[config.mk]
export PLATFORM = sky130hd
export DESIGN_NAME = plot_port_arbiter
export DESIGN_NICKNAME = d
export VERILOG_FILES = /design/src/rtl/plot_port_arbiter.sv
export SDC_FILE = /design/constraint.sdc
export NUM_CORES = 1
export LEC_CHECK = 0
export CAP_MARGIN = 10
export CORE_MARGIN = 4
export CORE_UTILIZATION = 45
export CTS_BUF_LIST = sky130_fd_sc_hd__clkbuf_4 sky130_fd_sc_hd__clkbuf_8
export DETAILED_ROUTE_END_ITERATION = 10
export PLACE_DENSITY = 0.88
export SLEW_MARGIN = 0
export SYNTH_ARGS = -nofsm -noshare
export SYNTH_HDL_FRONTEND = slang
export SYNTH_SLANG_ARGS = --single-unit
[constraint.sdc]
create_clock -name clk -period 3 [get_ports clk]
set_clock_uncertainty 0.15 [all_clocks]
set_input_delay 0.45 -clock clk [delete_from_list [all_inputs] [get_ports clk]]
set_output_delay 0.45 -clock clk [all_outputs]
set_load 0.02 [all_outputs]
[src/rtl/plot_port_arbiter.sv]
// Round-robin, burst-locked arbiter sharing the vga_adapter write port
// between the box drawer (req0) and the frame clear engine (req1).
module plot_port_arbiter #(
  parameter int xSz     = 8,
  parameter int ySz     = 7,
  parameter int colSz   = 3,
  parameter int XMAX    = 160,
  parameter int YMAX    = 120,
  parameter int TIMEOUT = 255
) (
  input  logic             clk,
  input  logic             reset,
  input  logic             req0_valid,
  input  logic [xSz-1:0]   req0_x,
  input  logic [ySz-1:0]   req0_y,
  input  logic [colSz-1:0] req0_col,
  input  logic             req0_last,
  output logic             req0_ready,
  input  logic             req1_valid,
  input  logic [xSz-1:0]   req1_x,
  input  logic [ySz-1:0]   req1_y,
  input  logic [colSz-1:0] req1_col,
  input  logic             req1_last,
  output logic             req1_ready,
  output logic [xSz-1:0]   x_out,
  output logic [ySz-1:0]   y_out,
  output logic [colSz-1:0] col_out,
  output logic             plot_out,
  output logic [1:0]       grant,
  output logic             clip_pulse,
  output logic             timeout_pulse
);

  typedef enum logic [1:0] {
    IDLE = 2'd0,
    OWN0 = 2'd1,
    OWN1 = 2'd2
  } state_t;

  localparam logic [xSz:0] XLIM    = (xSz+1)'(XMAX);
  localparam logic [ySz:0] YLIM    = (ySz+1)'(YMAX);
  localparam logic [7:0]   WD_LAST = 8'(TIMEOUT - 1);

  state_t           state_q, state_d;
  logic             ptr_q, ptr_d;
  logic [7:0]       wd_q, wd_d;
  logic [xSz-1:0]   x_q, x_d;
  logic [ySz-1:0]   y_q, y_d;
  logic [colSz-1:0] col_q, col_d;
  logic             plot_q, plot_d;
  logic             clip_q, clip_d;
  logic             to_q, to_d;

  logic             acc0, acc1, acc;
  logic [xSz-1:0]   px;
  logic [ySz-1:0]   py;
  logic [colSz-1:0] pcol;
  logic             plast;
  logic             on_screen;

  assign acc0 = (state_q == OWN0) && req0_valid;
  assign acc1 = (state_q == OWN1) && req1_valid;
  assign acc  = acc0 || acc1;

  assign px    = acc1 ? req1_x    : req0_x;
  assign py    = acc1 ? req1_y    : req0_y;
  assign pcol  = acc1 ? req1_col  : req0_col;
  assign plast = acc1 ? req1_last : req0_last;

  assign on_screen = ({1'b0, px} < XLIM) && ({1'b0, py} < YLIM);

  always_comb begin
    state_d = state_q;
    ptr_d   = ptr_q;
    wd_d    = wd_q;
    x_d     = x_q;
    y_d     = y_q;
    col_d   = col_q;
    plot_d  = 1'b0;
    clip_d  = 1'b0;
    to_d    = 1'b0;

    unique case (state_q)
      IDLE: begin
        wd_d = 8'd0;
        if (req0_valid && (!req1_valid || !ptr_q))
          state_d = OWN0;
        else if (req1_valid)
          state_d = OWN1;
      end
      OWN0, OWN1: begin
        if (acc) begin
          wd_d = 8'd0;
          if (plast) begin
            state_d = IDLE;
            ptr_d   = (state_q == OWN0);
          end
        end else if (wd_q == WD_LAST) begin
          // watchdog revokes a stalled owner and hands priority over
          state_d = IDLE;
          ptr_d   = (state_q == OWN0);
          to_d    = 1'b1;
          wd_d    = 8'd0;
        end else begin
          wd_d = wd_q + 8'd1;
        end
      end
      default: state_d = IDLE;
    endcase

    if (acc) begin
      if (on_screen) begin
        x_d    = px;
        y_d    = py;
        col_d  = pcol;
        plot_d = 1'b1;
      end else begin
        clip_d = 1'b1;
      end
    end
  end

  always_ff @(posedge clk or posedge reset) begin
    if (reset) begin
      state_q <= IDLE;
      ptr_q   <= 1'b0;
      wd_q    <= 8'd0;
      x_q     <= '0;
      y_q     <= '0;
      col_q   <= '0;
      plot_q  <= 1'b0;
      clip_q  <= 1'b0;
      to_q    <= 1'b0;
    end else begin
      state_q <= state_d;
      ptr_q   <= ptr_d;
      wd_q    <= wd_d;
      x_q     <= x_d;
      y_q     <= y_d;
      col_q   <= col_d;
      plot_q  <= plot_d;
      clip_q  <= clip_d;
      to_q    <= to_d;
    end
  end

  assign req0_ready    = (state_q == OWN0);
  assign req1_ready    = (state_q == OWN1);
  assign grant         = {state_q == OWN1, state_q == OWN0};
  assign x_out         = x_q;
  assign y_out         = y_q;
  assign col_out       = col_q;
  assign plot_out      = plot_q;
  assign clip_pulse    = clip_q;
  assign timeout_pulse = to_q;

endmodule

# After elaboration in Yosys (flattened, before gate mapping)
# Index checks and enable logic that the tools add are counted.
[totals]
elab_cells = 57
output_inout_bits = 25
in_bits = 42
reg_bits = 32
[op_classes]
n_addsub = 1
n_mux = 23
eq_ne = 7
order_cmp = 2
n_reduce_logical = 15
[op_table]
columns = ["operator", "count"]
rows = [
  ["8-bit two-way mux", 3],
  ["8-bit one-hot mux with 2 select lines", 1],
  ["1-bit two-way mux", 11],
  ["2-bit two-way mux", 5],
  ["3-bit inequality test (second input constant)", 3],
  ["8-bit by 1-bit adder with 8-bit output (second input constant)", 1],
  ["8-bit equality test (second input constant)", 1],
  ["8-bit less-than comparator (second input constant)", 1],
  ["7-bit less-than comparator (second input constant)", 1],
  ["7-bit two-way mux", 1],
  ["3-bit AND reduction", 2],
  ["1-bit logical AND", 4],
  ["2-bit one-hot mux with 2 select lines", 1],
  ["2-bit nonzero test", 2],
  ["3-bit two-way mux", 1],
  ["2-bit by 1-bit equality test with 1-bit output (second input constant)", 1],
  ["2-bit equality test (second input constant)", 1],
  ["1-bit zero test", 2],
  ["2-bit zero test", 1],
  ["1-bit logical OR", 2],
  ["2-bit by 1-bit inequality test with 1-bit output (second input constant)", 1],
  ["2-bit AND reduction", 1],
  ["2-bit OR reduction", 1],
]

# Logic depth before layout (Yosys ltp)
[depth]
word_depth = 7
ltp_mapped = 8
mapped_depth_nobuf = 6

# Least setup slack after synthesis
# Ideal clock, no wire load.
[synth_timing]
kind = "reg2reg"
start = "register state_q[0]"
end = "register x_q[0] (netlist: x_out[0])"
stages_incl_launch_ff = 9
arrival_time_ns = 2.264
setup_time_ns = 0.125
synth_period_minus_slack_ns = 2.539
path_slack_ns = 0.461
cell_sequence = "dfrtp_1 > inv_1 > ha_1 > nand2_2 > buf_4 > mux2i_1 > a211oi_4 > buf_6 > mux2_2"
[synth_between]
elab_chain_len = 6
[synth_rtl]
columns = ["item", "line_no", "source"]
rows = [
  ["start, declared", "44", "state_t state_q, state_d;"],
  ["start signal, assigned", "135", "state_q <= state_d;"],
  ["2-bit equality test (*)", "-", ""],
  ["via req1_ready", "24", "output logic req1_ready,"],
  ["1-bit logical AND (*)", "62", "assign acc1 = (state_q == OWN1) && req1_valid;"],
  ["8-bit two-way mux or 7-bit two-way mux (tied branches)", "65, 66", ""],
  ["8-bit less-than comparator or 7-bit less-than comparator (tied branches)", "70", "assign on_screen = ({1'b0, px} < XLIM) && ({1'b0, py} < YLIM);"],
  ["1-bit logical AND", "70", ""],
  ["2-bit AND reduction (no source line)", "-", ""],
  ["end signal, assigned", "128", "x_q <= '0;"],
  ["end signal, assigned", "138", "x_q <= x_d;"],
  ["end, declared", "47", "logic [xSz-1:0] x_q, x_d;"],
]
# The timed path passes the listed nets; every way through them passes the cells marked *.
# A chain may end at the register's enable or synchronous reset.

# Worst setup path in the final report
[layout_timing]
start = "register state_q[0]"
end = "register y_q[1] (netlist: y_out[1])"
[layout_between]
elab_chain_len = 6
[layout_rtl]
columns = ["item", "line_no", "source"]
rows = [
  ["2-bit equality test", "62", ""],
  ["1-bit logical AND", "62", ""],
  ["8-bit two-way mux or 7-bit two-way mux (tied branches)", "65, 66", ""],
  ["8-bit less-than comparator or 7-bit less-than comparator (tied branches)", "70", ""],
  ["1-bit logical AND", "70", ""],
  ["2-bit AND reduction (no source line)", "-", ""],
  ["end signal, assigned", "139", "y_q <= y_d;"],
  ["end, declared", "48", "logic [ySz-1:0] y_q, y_d;"],
]
# Parallel ways exist; a longest one is shown, timed or not.

==> metrics.txt <==
Slew HR around 62%; vias between 1000 and 1500; Syn. warnings 0; GPL Wtd Cong around 0.79; post-CTS sizing 0; worst min path class reg -> reg; number of inserted diodes 0; Root Driver clkbuf_8; Pleak about 0.0011 µW; DR pass1 iterations 4; routed vias/inst slightly above 5; initial antenna violation count 0; DRC Markers 0; P_int 1454 µW; commonest non-fill, non-tap cell in the layout clkdlybuf4s50_1; Core ar. about 3700 µm²; top cell type by total area after synthesis dfrtp_1; FILL cells 274; total CTS buffers 5; P per Cell Area ~860 nW/µm²; gr usage total 16.79%; synthesized flop and latch total 32; antenna viol nets, final 0; CP arrival around 2500 ps; Sink Count 32; RSZ-0062 raised after global routing no; Final WS setup ~490 ps; Critical Path Source Type flip-flop; number of H-tree levels 2; Primary FF master, synth dfrtp_1; outcome finished clean; top post-synthesis cells by area dfrtp_1 46%, mux2_2 24%, ha_1 4.3%; worst-path maximum fanout 19; first-pass GRT wire length ~6600 µm; Mapped Nets roughly 190; Synth top area share about 46%; area growth from synthesis to layout 47.59%; Syn Area/Cell ~12 µm²; Max clock buf depth 2; initial core utilization between 40 and 50%; required time worst endpoint 3010 ps; CP Capture Type flip-flop; pin count of the biggest net entering global routing 33; final core occ a little over two thirds; MaxCap Viol Count 0; WL/cell about 15 µm; layout cells sized above 1 24.19%; Psw approximately 760 µW; Worst-Margin Slew 575.4 ps; ys async rst share 100.0%; Sw Ratio approximately a third; cts hold-fix bufs 0; DRT iter0 DRCs slightly above 80; Fin Hold WS roughly 360 ps; worst slack at placement 263.0 ps; CP Class reg -> reg; period utilization a little over four fifths; post-CTS setup buffer count 0; Logic pwr share slightly below 50%; CTS tree done; Cell variety after synth 35; clock-pin transition on the worst setup and hold timing paths about 70 ps; drt total wl 3964 µm; TNS Setup 0 ps; register share of total power between 30% and 40%; io pins 67; vias in the first global route ~1400; fin. max-slew vios 0; Final Hold Fails 0; IO Port Bufs 66; die area about 4900 µm²; final net count ~260; Synth Instances about 140; final setup vio count 0; clock power share approximately a fifth; Synth Cell Area about 1700 µm²; Die H ~70 µm; row count 22; maximum VDD drop about 0.54 mV; crit path time final roughly 2500 ps; fmax 398.8 MHz; Seq/Total Area, Yosys 46.01%; commonest non-fill, non-tap cells in the layout 66 x clkdlybuf4s50_1, 37 x mux2_2, 32 x dfrtp_1; Chip Width approximately 70 µm; Post-synth EDFFs 0; DP Wirelength 3103 µm; grt ovf 0; clk_lat worst skew ~280 ps
[layout make-up]
class / count / area [µm²] / area share [%]
clock buffer: 7 / 96.34 / 3.751
sequential: 32 / 800.8 / 31.17
inverter: 5 / 18.77 / 0.7306
clock inverter: 1 / 30.03 / 1.169
timing repair buffer: 69 / 683.2 / 26.60
multi-input combinational: 101 / 879.6 / 34.24
tap: 48 / 60.06 / 2.338
[cells by family after synthesis]
| logic type | Yosys count | synth area share, % |
|---|---|---|
| AOI/OAI and AO/OA | 18 | 8.412 |
| buffers and inverters | 11 | 3.451 |
| muxes | 41 | 26.53 |
| adders and majority gates | 6 | 4.313 |
| and+or+nand+nor | 33 | 9.778 |
| xor gates and xnor gates | 3 | 1.510 |
| DFF | 32 | 46.01 |
[worst max-delay path, stage by stage (launching register included)]
cell	delay (ps)
dfrtp_1	420
inv_1	120
ha_1	300
nand2_2	180
mux2_4	360
a211oi_4	180
buf_4	280
mux2_2	380
[flip-flops by register name (all words and copies together), names as in the netlist]
| register | flops |
|---|---|
| ptr_q | 1 |
| y_out | 7 |
| timeout_pulse | 1 |
| plot_out | 1 |
| x_out | 8 |
| state_q | 2 |
| wd_q | 8 |
| clip_pulse | 1 |
| col_out | 3 |
[per-stage QoR]
stage          area [µm²]  total power (µW)  cells
4_1_cts              2569              2231    263
5_1_grt              2569              2346    263
3_3_place_gp         2442              1749    255
6_report             2569              2212    263
2_1_floorplan        1740              1328    144
3_5_place_dp         2442              1778    255
[power by group through the flow]
| stage | clock, µW | sequential, µW | combinational [µW] |
|---|---|---|---|
| CTS | 454 | 686 | 1090 |
| global placement | 0 | 686 | 1060 |
| floorplan | 0 | 844 | 484 |
| global route | 474 | 709 | 1160 |
| detailed placement | 0 | 691 | 1090 |
| finish | 446 | 686 | 1080 |
[routing by layer]
layer	vias up	share of wire [%]	track usage (%)
met5	-	0	0
met4	0	2.0	6.596
met3	8	4.4	3.885
met2	33	51	28.86
met1	642	43	20.24
li1	661	-	-
[worst paths after layout]
path | start | endpoint | slack, ps | depth (start not counted)
setup / recovery | state_q[0]$_DFFE_PP0P_ | y_out[1]$_DFFE_PP0P_ | 490 | 7
hold / removal | y_out[0]$_DFFE_PP0P_ | y_out[0]$_DFFE_PP0P_ | 360 | 1
setup reg to reg | state_q[0]$_DFFE_PP0P_ | y_out[1]$_DFFE_PP0P_ | 490 | 7
hold reg to reg | y_out[0]$_DFFE_PP0P_ | y_out[0]$_DFFE_PP0P_ | 360 | 1
max in group asynchronous | reset | wd_q[0]$_DFFE_PP0P_ | 2010 | 3
min in group asynchronous | reset | wd_q[7]$_DFFE_PP0P_ | 400 | 3
[synthesized netlist by cell type (2+ instances only)]
master	count
nand3_1	3
nor2_1	10
nor2b_1	3
o21bai_1	3
o211ai_1	2
o21ai_0	2
mux2i_1	3
a22o_1	2
dfrtp_1	32
xnor2_1	2
buf_4	3
and3_1	3
clkbuf_1	2
mux2_2	37
ha_1	6
nand2_1	6
nand4_1	3
inv_1	5
No activity file was read; power rests on OpenSTA's default activity.
